File: src/rtl/zebra_pkg.sv
// rtl/zebra_pkg.sv - shared state encoding and default constants for the zebra stop decision
package zebra_pkg;

  typedef enum logic [2:0] {
    ST_IDLE      = 3'd0,
    ST_ARMING    = 3'd1,
    ST_STOP      = 3'd2,
    ST_RELEASING = 3'd3,
    ST_STALE     = 3'd4
  } zebra_state_e;

  localparam int DEF_CNT_W           = 19;
  localparam int DEF_WHITE_MIN       = 20000;
  localparam int DEF_ENTER_FRAMES    = 3;
  localparam int DEF_EXIT_FRAMES     = 5;
  localparam int DEF_MIN_HOLD_FRAMES = 30;
  localparam int DEF_TIMEOUT_CYCLES  = 840000;

endpackage

File: src/rtl/frame_watchdog.sv
// rtl/frame_watchdog.sv - saturating cycles-since-last-frame counter with a one-shot timeout pulse
module frame_watchdog #(
  parameter int TIMEOUT_CYCLES = 840000
) (
  input  logic clk,
  input  logic rst_n,
  input  logic enable,
  input  logic clear,
  output logic timeout
);

  localparam int W = $clog2(TIMEOUT_CYCLES + 1);
  localparam logic [W-1:0] TERM = W'(TIMEOUT_CYCLES);

  logic [W-1:0] r_cnt;
  logic         r_fired;
  logic         w_term;

  assign w_term = (r_cnt == TERM);

  always_ff @(posedge clk or negedge rst_n) begin
    if (!rst_n) begin
      r_cnt   <= '0;
      r_fired <= 1'b0;
    end else if (!enable || clear) begin
      r_cnt   <= '0;
      r_fired <= 1'b0;
    end else begin
      if (!w_term) r_cnt <= r_cnt + W'(1);
      if (w_term)  r_fired <= 1'b1;
    end
  end

  // Fires once per silent period; a frame arriving on the terminal cycle suppresses it.
  assign timeout = enable & ~clear & ~r_fired & w_term;

endmodule

File: src/rtl/zebra_stop_fsm.sv
// rtl/zebra_stop_fsm.sv - hysteresis/min-hold debounce of per-frame crossing verdicts into a stop request
module zebra_stop_fsm
  import zebra_pkg::*;
#(
  parameter int CNT_W           = DEF_CNT_W,
  parameter int WHITE_MIN       = DEF_WHITE_MIN,
  parameter int ENTER_FRAMES    = DEF_ENTER_FRAMES,
  parameter int EXIT_FRAMES     = DEF_EXIT_FRAMES,
  parameter int MIN_HOLD_FRAMES = DEF_MIN_HOLD_FRAMES,
  parameter int TIMEOUT_CYCLES  = DEF_TIMEOUT_CYCLES
) (
  input  logic             clk,
  input  logic             rst_n,
  input  logic             enable,
  input  logic             detection_valid,
  input  logic             crossing_detected,
  input  logic [CNT_W-1:0] white_count,
  output logic             stop,
  output logic             stale,
  output logic [2:0]       state_o,
  output logic [7:0]       frame_count
);

  localparam int HIT_W  = $clog2(ENTER_FRAMES + 1);
  localparam int MISS_W = $clog2(EXIT_FRAMES + 1);
  localparam int HOLD_W = (MIN_HOLD_FRAMES > 0) ? $clog2(MIN_HOLD_FRAMES + 1) : 1;

  localparam logic [CNT_W-1:0]  WHITE_MIN_C = CNT_W'(WHITE_MIN);
  localparam logic [HIT_W-1:0]  ENTER_LAST  = HIT_W'(ENTER_FRAMES - 1);
  localparam logic [MISS_W-1:0] EXIT_LAST   = MISS_W'(EXIT_FRAMES - 1);
  localparam logic [HOLD_W-1:0] HOLD_MAX    = HOLD_W'(MIN_HOLD_FRAMES);

  zebra_state_e       r_state;
  logic [HIT_W-1:0]   r_hit;
  logic [HOLD_W-1:0]  r_hold;
  logic [MISS_W-1:0]  r_miss;
  logic [7:0]         r_frame_count;
  logic               r_stop;
  logic               r_stale;
  logic               w_pos;
  logic               w_timeout;

  assign w_pos = detection_valid & crossing_detected & (white_count >= WHITE_MIN_C);

  frame_watchdog #(
    .TIMEOUT_CYCLES(TIMEOUT_CYCLES)
  ) u_watchdog (
    .clk     (clk),
    .rst_n   (rst_n),
    .enable  (enable),
    .clear   (detection_valid),
    .timeout (w_timeout)
  );

  always_ff @(posedge clk or negedge rst_n) begin
    if (!rst_n) begin
      r_state       <= ST_IDLE;
      r_hit         <= '0;
      r_hold        <= '0;
      r_miss        <= '0;
      r_frame_count <= '0;
      r_stop        <= 1'b0;
      r_stale       <= 1'b0;
    end else if (!enable) begin
      r_state       <= ST_IDLE;
      r_hit         <= '0;
      r_hold        <= '0;
      r_miss        <= '0;
      r_frame_count <= '0;
      r_stop        <= 1'b0;
      r_stale       <= 1'b0;
    end else if (detection_valid) begin
      r_frame_count <= r_frame_count + 8'd1;
      case (r_state)
        ST_IDLE: begin
          if (w_pos) begin
            if (ENTER_FRAMES == 1) begin
              r_state <= ST_STOP;
              r_stop  <= 1'b1;
              r_hold  <= '0;
            end else begin
              r_state <= ST_ARMING;
              r_hit   <= HIT_W'(1);
            end
          end
        end
        ST_ARMING: begin
          if (!w_pos) begin
            r_state <= ST_IDLE;
            r_hit   <= '0;
          end else if (r_hit == ENTER_LAST) begin
            r_state <= ST_STOP;
            r_stop  <= 1'b1;
            r_hit   <= '0;
            r_hold  <= '0;
          end else begin
            r_hit <= r_hit + HIT_W'(1);
          end
        end
        ST_STOP: begin
          // Every frame ages the hold; only a negative frame after the hold starts the release.
          if (w_pos || r_hold != HOLD_MAX) begin
            if (r_hold != HOLD_MAX) r_hold <= r_hold + HOLD_W'(1);
          end else if (EXIT_FRAMES == 1) begin
            r_state <= ST_IDLE;
            r_stop  <= 1'b0;
            r_hold  <= '0;
          end else begin
            r_state <= ST_RELEASING;
            r_miss  <= MISS_W'(1);
          end
        end
        ST_RELEASING: begin
          if (w_pos) begin
            r_state <= ST_STOP;
            r_miss  <= '0;
          end else if (r_miss == EXIT_LAST) begin
            r_state <= ST_IDLE;
            r_stop  <= 1'b0;
            r_miss  <= '0;
            r_hold  <= '0;
          end else begin
            r_miss <= r_miss + MISS_W'(1);
          end
        end
        default: begin
          r_state <= ST_IDLE;
          r_stop  <= 1'b0;
          r_stale <= 1'b0;
          r_hit   <= '0;
          r_hold  <= '0;
          r_miss  <= '0;
        end
      endcase
    end else if (w_timeout) begin
      r_state <= ST_STALE;
      r_stop  <= 1'b1;
      r_stale <= 1'b1;
      r_hit   <= '0;
      r_hold  <= '0;
      r_miss  <= '0;
    end
  end

  assign stop        = r_stop;
  assign stale       = r_stale;
  assign state_o     = r_state;
  assign frame_count = r_frame_count;

endmodule

File: config.mk
export PLATFORM = sky130hd
export DESIGN_NAME = zebra_stop_fsm
export DESIGN_NICKNAME = d
export VERILOG_FILES = /design/src/rtl/zebra_pkg.sv /design/src/rtl/frame_watchdog.sv /design/src/rtl/zebra_stop_fsm.sv
export SDC_FILE = /design/constraint.sdc
export NUM_CORES = 1
export LEC_CHECK = 0
export CAP_MARGIN = 30
export CORE_ASPECT_RATIO = 0.7
export CORE_UTILIZATION = 25
export CTS_CLUSTER_SIZE = 14
export DETAILED_ROUTE_END_ITERATION = 8
export REMOVE_ABC_BUFFERS = 1
export SLEW_MARGIN = 20
export SYNTH_ARGS = -nofsm -noshare
export SYNTH_HDL_FRONTEND = slang
export SYNTH_HIERARCHICAL = 1
export SYNTH_SLANG_ARGS = --single-unit
File: constraint.sdc
create_clock -name clk -period 2.6 [get_ports clk]
set_input_delay 0.39 -clock clk [delete_from_list [all_inputs] [get_ports clk]]
set_output_delay 0.39 -clock clk [all_outputs]
set_load 0.005 [all_outputs]
==> results of run 1 <==
cells by family (layout without fill, tap and decap cells):
| logic type | count (synthesis) | after routing | synth area share [%] |
|---|---|---|---|
| AO/OA/AOI/OAI | 51 | 51 | 13.8 |
| multiplexers | 5 | 5 | 2.00 |
| buffers and inverters | 23 | 76 | 3.42 |
| XOR/XNOR | 17 | 17 | 5.81 |
| flip-flops | 44 | 44 | 42.9 |
| adder cells (fa/ha/maj) | 7 | 7 | 3.42 |
| AND/OR/NAND/NOR | 125 | 125 | 28.6 |
layer usage:
| metal | share of wire (%) | routed length, um | vias to the layer above |
|---|---|---|---|
| met1 | 53 | 3040 | 1029 |
| met5 | 0 | 0 | - |
| met3 | 3.8 | 216 | 5 |
| met2 | 42 | 2400 | 33 |
| met4 | 1.0 | 57 | 0 |
| li1 | - | - | 1087 |
Yosys cell counts (all sizes together), types with 3 or more instances:
library cell,n,area [um^2]
dfrtp,44,1100
nor2,28,105
nand2,24,95.1
inv,16,60.1
o21ai,11,66.3
xnor2,11,96.3
a21oi,10,50.1
and2,10,62.6
nand4,10,77.6
nor4,10,111
nand3,9,45.0
ha,7,87.6
clkbuf,6,22.5
xor2,6,52.6
a31oi,5,31.3
o22ai,5,31.3
or3,5,31.3
mux2i,4,40.0
nand2b,4,25.0
nor2b,4,25.0
nor3,4,20.0
and3,3,18.8
nand3b,3,22.5
o22a,3,26.3
through the flow:
step	total power, mW	utilization (%)	TNS [ns]	area (um^2)	hold WS [ns]
6_report	1.50	33.7	0	3310	0.137
5_1_grt	1.57	33.7	0	3310	0.193
4_1_cts	1.52	33.6	0	3300	0.163
3_5_place_dp	0.873	32.0	-0.121	3150	0.470
3_3_place_gp	0.872	32.0	-0.0348	3150	0.465
2_1_floorplan	0.780	-	0	2540	0.0944
worst max-delay path: stages (launching register included):
cell     delay, ns
dfrtp_1       0.38
or4b_2        0.71
nor4_4        0.24
nor3b_2       0.23
nor2_1        0.13
a221o_1       0.33
a211o_1       0.30
state kept, by name, summed over array words and instances, names as in the netlist:
| name | flops |
|---|---|
| frame_count | 8 |
| r_hit | 2 |
| r_hold | 5 |
| r_miss | 3 |
| stale | 1 |
| state_o | 3 |
| stop | 1 |
| u_watchdog/r_cnt | 20 |
| u_watchdog/r_fired | 1 |
worst paths after layout:
path                                 startpoint                 end  slack [ns]  cells after the start
max                        u_watchdog/r_cnt[13]           r_miss[2]        0.16                      6
min                                       rst_n            r_hit[1]        0.14                      1
max reg2reg                u_watchdog/r_cnt[13]           r_miss[2]        0.16                      6
min reg2reg                  u_watchdog/r_fired  u_watchdog/r_fired        0.51                      1
max in group asynchronous                 rst_n      frame_count[5]        1.88                      2
min in group clk             u_watchdog/r_fired  u_watchdog/r_fired        0.51                      1
power by group:
part	leakage [nW]	internal, mW	total [mW]	switching, mW
sequential	0.609	0.695	0.708	0.0129
clock	0.0712	0.384	0.639	0.256
combinational	0.691	0.0752	0.153	0.0775
total	1.37	1.15	1.50	0.346
area by class of cell:
type / instances / area [um^2] / area share, %
clock buffers: 8 / 146 / 4.42
well taps: 128 / 160 / 4.83
inverters: 16 / 60.1 / 1.81
repair buffers: 52 / 463 / 14.0
multi-input cells: 205 / 1380 / 41.8
flip-flops and latches: 44 / 1100 / 33.2
what timing repair did:
| item | 4_1_cts | 5_1_grt |
|---|---|---|
| setup buffers | 0 | 1 |
| endpoints found under the setup margin | 5 | 6 |
| resized for setup | 1 | 1 |
| hold buffers | 0 | 0 |
| pin swaps | 0 | 0 |
==> impl_metrics.py, run 1 <==
metrics = {
    "outcome": {
        "outcome": "completed",
    },
    "finish": {
        "layout-drive-gt1-share_pct": 13.2,
        "final_cells": 453,
        "antenna_cells": 0,
        "final_common_cell": "dfrtp_1",
        "syn2layout_area_growth_pct": 29.3,
        "nNetsFinal": 355,
        "fill_cells": 1033,
        "layout_common_cells": "dfrtp_1, clkdlybuf4s50_1, nor2_1",
    },
    "clock_network": {
        "clockBufferDepth": 2,
        "numClockSinks": 44,
        "cts_buffers": 5,
        "insertion_delay_ns": 0.29,
        "htree_levels": 2,
        "clockRootBuffer": "clkbuf_16",
        "cts_tree": "built",
        "cts.reportedPaths.clkPinSlew_ns": 0.06,
    },
    "global_routing": {
        "grt_max_degree": 29,
        "grt_pass1_vias": 2077,
        "use_met2_pct": 16.5,
        "grt_overflow_total": 0,
        "antenna_found_initial": 0,
        "grt_use_met3_pct": 3.62,
        "grt_pass1_wl_um": 10100,
        "busiest_layer": "met1",
        "track_usage_pct": 12.1,
        "gr-usage-met1_pct": 18.0,
    },
    "route": {
        "avgRoutedWirePerCell_um": 12.6,
        "routed_wl_um": 5720,
        "vias": 2154,
        "dr.pass1.iters": 4,
        "drc_errors": 0,
        "drt_iter0_markers": 105,
        "drtAntennaViolNets": 0,
        "vias_per_cell": 4.75,
    },
    "sta": {
        "hold_viol": 0,
        "max_freq_ghz": 0.410,
        "fin_crit_sh_pct": 93.8,
        "fin_crit_ns": 2.44,
        "slew_viol_final": 0,
        "fin_worst_skew_ns": 0.00533,
        "setup_viol": 0,
        "relSlewSlack_pct": 55.8,
        "rsz0062_at_grt": "false",
        "setup_ws_ns": 0.162,
        "tightest_slew_ns": 0.658,
    },
    "floorplan": {
        "dieArea_um2": 10700,
        "die_w_um": 123,
        "core_um2": 9830,
        "start_util_pct": 26.1,
        "ios": 37,
        "num_rows": 30,
        "die_y_um": 86.7,
    },
    "synthesis": {
        "yosysWarnings": 6,
        "ys_types": 53,
        "syn_inst": 272,
        "synth_edf_count": 0,
        "ys_ff_latch": 44,
        "syn_avg_cell_area_um2": 9.43,
        "syn-cell-area_um2": 2560,
        "async_flop_share_pct": 100,
        "synthFlopType": "dfrtp_1",
        "synth_sequential_area_ratio_pct": 42.9,
    },
    "placed_design": {
        "dp_slack_ns": -0.0710,
        "dp_hpwl_um": 4210,
        "gp_congestion": 0.786,
        "dp_cells": 444,
        "portBuffers": 31,
    },
    "worst_setup_path": {
        "crit_path_start_kind": "flop",
        "crit_required_ns": 2.77,
        "cp.arrival_ns": 2.60,
        "crit_type": "reg -> reg",
        "cp_max_fo": 5,
        "end_kind": "flop",
    },
    "power": {
        "ir_worst_vdd_v": 0.000230,
        "p_leak_nw": 1.37,
        "p_per_area_nw_per_um2": 453,
    },
    "hold_path": {
        "holdCritPathClass": "in -> async",
    },
    "run": {
        "drv_cap": 0,
    },
}
(Power assumes the default switching activity.)
==> run 2: changes to the inputs <==
--- a/config.mk
+++ b/config.mk
@@ -10,6 +10,7 @@
 export CORE_UTILIZATION = 25
 export CTS_CLUSTER_SIZE = 14
 export DETAILED_ROUTE_END_ITERATION = 8
+export MAX_ROUTING_LAYER = met4
 export REMOVE_ABC_BUFFERS = 1
 export SLEW_MARGIN = 20
 export SYNTH_ARGS = -nofsm -noshare
==> impl_metrics.py, run 2 (synthesis gave the netlist of run 1 again) <==
metrics = {
    "outcome": {
        "outcome": "completed",
    },
    "global_routing": {
        "grt_pass1_wl_um": 10100,
        "grt_max_degree": 29,
        "grt_overflow_total": 0,
        "track_usage_pct": 12.5,
        "grt_pass1_vias": 2075,
        "antenna_found_initial": 0,
    },
    "worst_setup_path": {
        "cp_max_fo": 5,
        "end_kind": "flop",
        "path_delay_family": "simple AND/OR/NAND/NOR gates",
        "crit_path_start_kind": "flop",
        "crit_chain": "or4b_2 -> nor4_4 -> nor3b_2 -> nor2_1 -> a221o_1 -> a211o_1",
        "crit_buf_inv": 0,
        "crit_required_ns": 2.77,
        "slowest_delay_ns": 0.71,
        "r2r_slack_ns": 0.16,
        "crit_type": "reg -> reg",
        "worst_path_max_delay_cell": "or4b_2",
        "cp.arrival_ns": 2.60,
    },
    "finish": {
        "final_common_cell": "dfrtp_1",
        "layout-drive-gt1-share_pct": 13.2,
        "layout_common_cells": "dfrtp_1, clkdlybuf4s50_1, nor2_1",
        "nNetsFinal": 355,
        "antenna_cells": 0,
        "final_area_um2": 3310,
        "largest_reg_flops": 20,
        "syn2layout_area_growth_pct": 29.3,
        "largest_register": "u_watchdog/r_cnt",
    },
    "power": {
        "p_per_area_nw_per_um2": 452,
        "ir_worst_vdd_v": 0.000229,
        "p_leak_nw": 1.37,
        "totalPowerFinal_mw": 1.50,
    },
    "sta": {
        "fin_worst_skew_ns": 0.00537,
        "fin_crit_ns": 2.44,
        "setup_viol": 0,
        "tightest_slew_ns": 0.658,
        "rsz0062_at_grt": "false",
        "hold_viol": 0,
        "max_freq_ghz": 0.410,
        "relSlewSlack_pct": 55.8,
        "fin_hold_ws_ns": 0.137,
        "slew_viol_final": 0,
        "fin_crit_sh_pct": 93.8,
        "tns_ns": 0,
    },
    "clock_network": {
        "numClockSinks": 44,
        "insertion_delay_ns": 0.29,
        "clockBufferDepth": 2,
        "cts.reportedPaths.clkPinSlew_ns": 0.06,
        "htree_levels": 2,
        "clockRootBuffer": "clkbuf_16",
        "cts_tree": "built",
        "cts_hold_buf": 0,
        "cts_buffers": 5,
    },
    "route": {
        "routed_wl_um": 5710,
        "drc_errors": 0,
        "vias": 2153,
        "drt_iter0_markers": 107,
        "avgRoutedWirePerCell_um": 12.6,
        "dr.pass1.iters": 5,
        "vias_per_cell": 4.75,
        "drtAntennaViolNets": 0,
    },
    "placed_design": {
        "dp_hpwl_um": 4210,
        "portBuffers": 31,
        "placed_area_um2": 3150,
        "gp_congestion": 0.797,
    },
    "floorplan": {
        "num_rows": 30,
        "core_um2": 9830,
        "die_y_um": 86.7,
        "die_w_um": 123,
        "dieArea_um2": 10700,
        "ios": 37,
        "start_util_pct": 26.1,
    },
    "run": {
        "drv_cap": 0,
    },
    "hold_path": {
        "holdCritPathClass": "in -> async",
    },
}
==> run 2: cell counts in the layout (fill, tap and decap cells not counted) <==
No cell type changed its count.
==> run 2: layer usage <==
| layer | wire length (um) | part of all wire, % | vias to the layer above | GRT usage [%] |
|---|---|---|---|---|
| met5 | 0 | 0 | - | - |
| met4 | 57 | 1.0 | 0 | 3.61 |
| met3 | 201 | 3.5 | 5 | 3.55 |
| met2 | 2390 | 42 | 29 | 16.5 |
| met1 | 3050 | 54 | 1032 | 18.0 |
| li1 | - | - | 1087 | - |
==> run 2: worst register-to-register path: stages, from the launching register on <==
cell and delay, ns:
dfrtp_1 0.38, or4b_2 0.71, nor4_4 0.24, nor3b_2 0.23, nor2_1 0.13, a221o_1 0.33
a211o_1 0.30
==> run 2: final timing paths <==
kind	endpoint	startpoint	depth (start not counted)
max	r_miss[2]	u_watchdog/r_cnt[13]	6
min	r_hit[1]	rst_n	1
max reg2reg	r_miss[2]	u_watchdog/r_cnt[13]	6
min reg2reg	u_watchdog/r_fired	u_watchdog/r_fired	1
max in group asynchronous	frame_count[5]	rst_n	2
min in group clk	u_watchdog/r_fired	u_watchdog/r_fired	1
==> run 2: area by class of cell <==
class / instances / area [um^2]
fillers: 1033 / 6520
multi-input cells: 205 / 1380
flip-flops and latches: 44 / 1100
repair buffers: 52 / 463
well taps: 128 / 160
clock buffers: 8 / 146
inverters: 16 / 60.1
==> run 2: timing repair <==
action / in CTS / in global routing
buffers inserted: 0 / 1
resized for setup: 1 / 1
endpoints found under the setup margin: 5 / 6
==> run 2: power breakdown <==
| part | switching, mW | total, mW | internal (mW) | leakage [nW] |
|---|---|---|---|---|
| combinational | 0.0772 | 0.152 | 0.0752 | 0.691 |
| clock | 0.255 | 0.639 | 0.384 | 0.0712 |
| sequential | 0.0129 | 0.708 | 0.695 | 0.609 |
==> run 2: through the flow <==
step | setup slack, ns | std cells | util (%)
6_report | 0.162 | 453 | 33.7
5_1_grt | 0.0470 | 453 | 33.7
3_5_place_dp | -0.0710 | 444 | 32.0
3_3_place_gp | -0.0207 | 444 | 32.0
4_1_cts | 0.0165 | 452 | 33.6
2_1_floorplan | 0.000152 | 265 | -
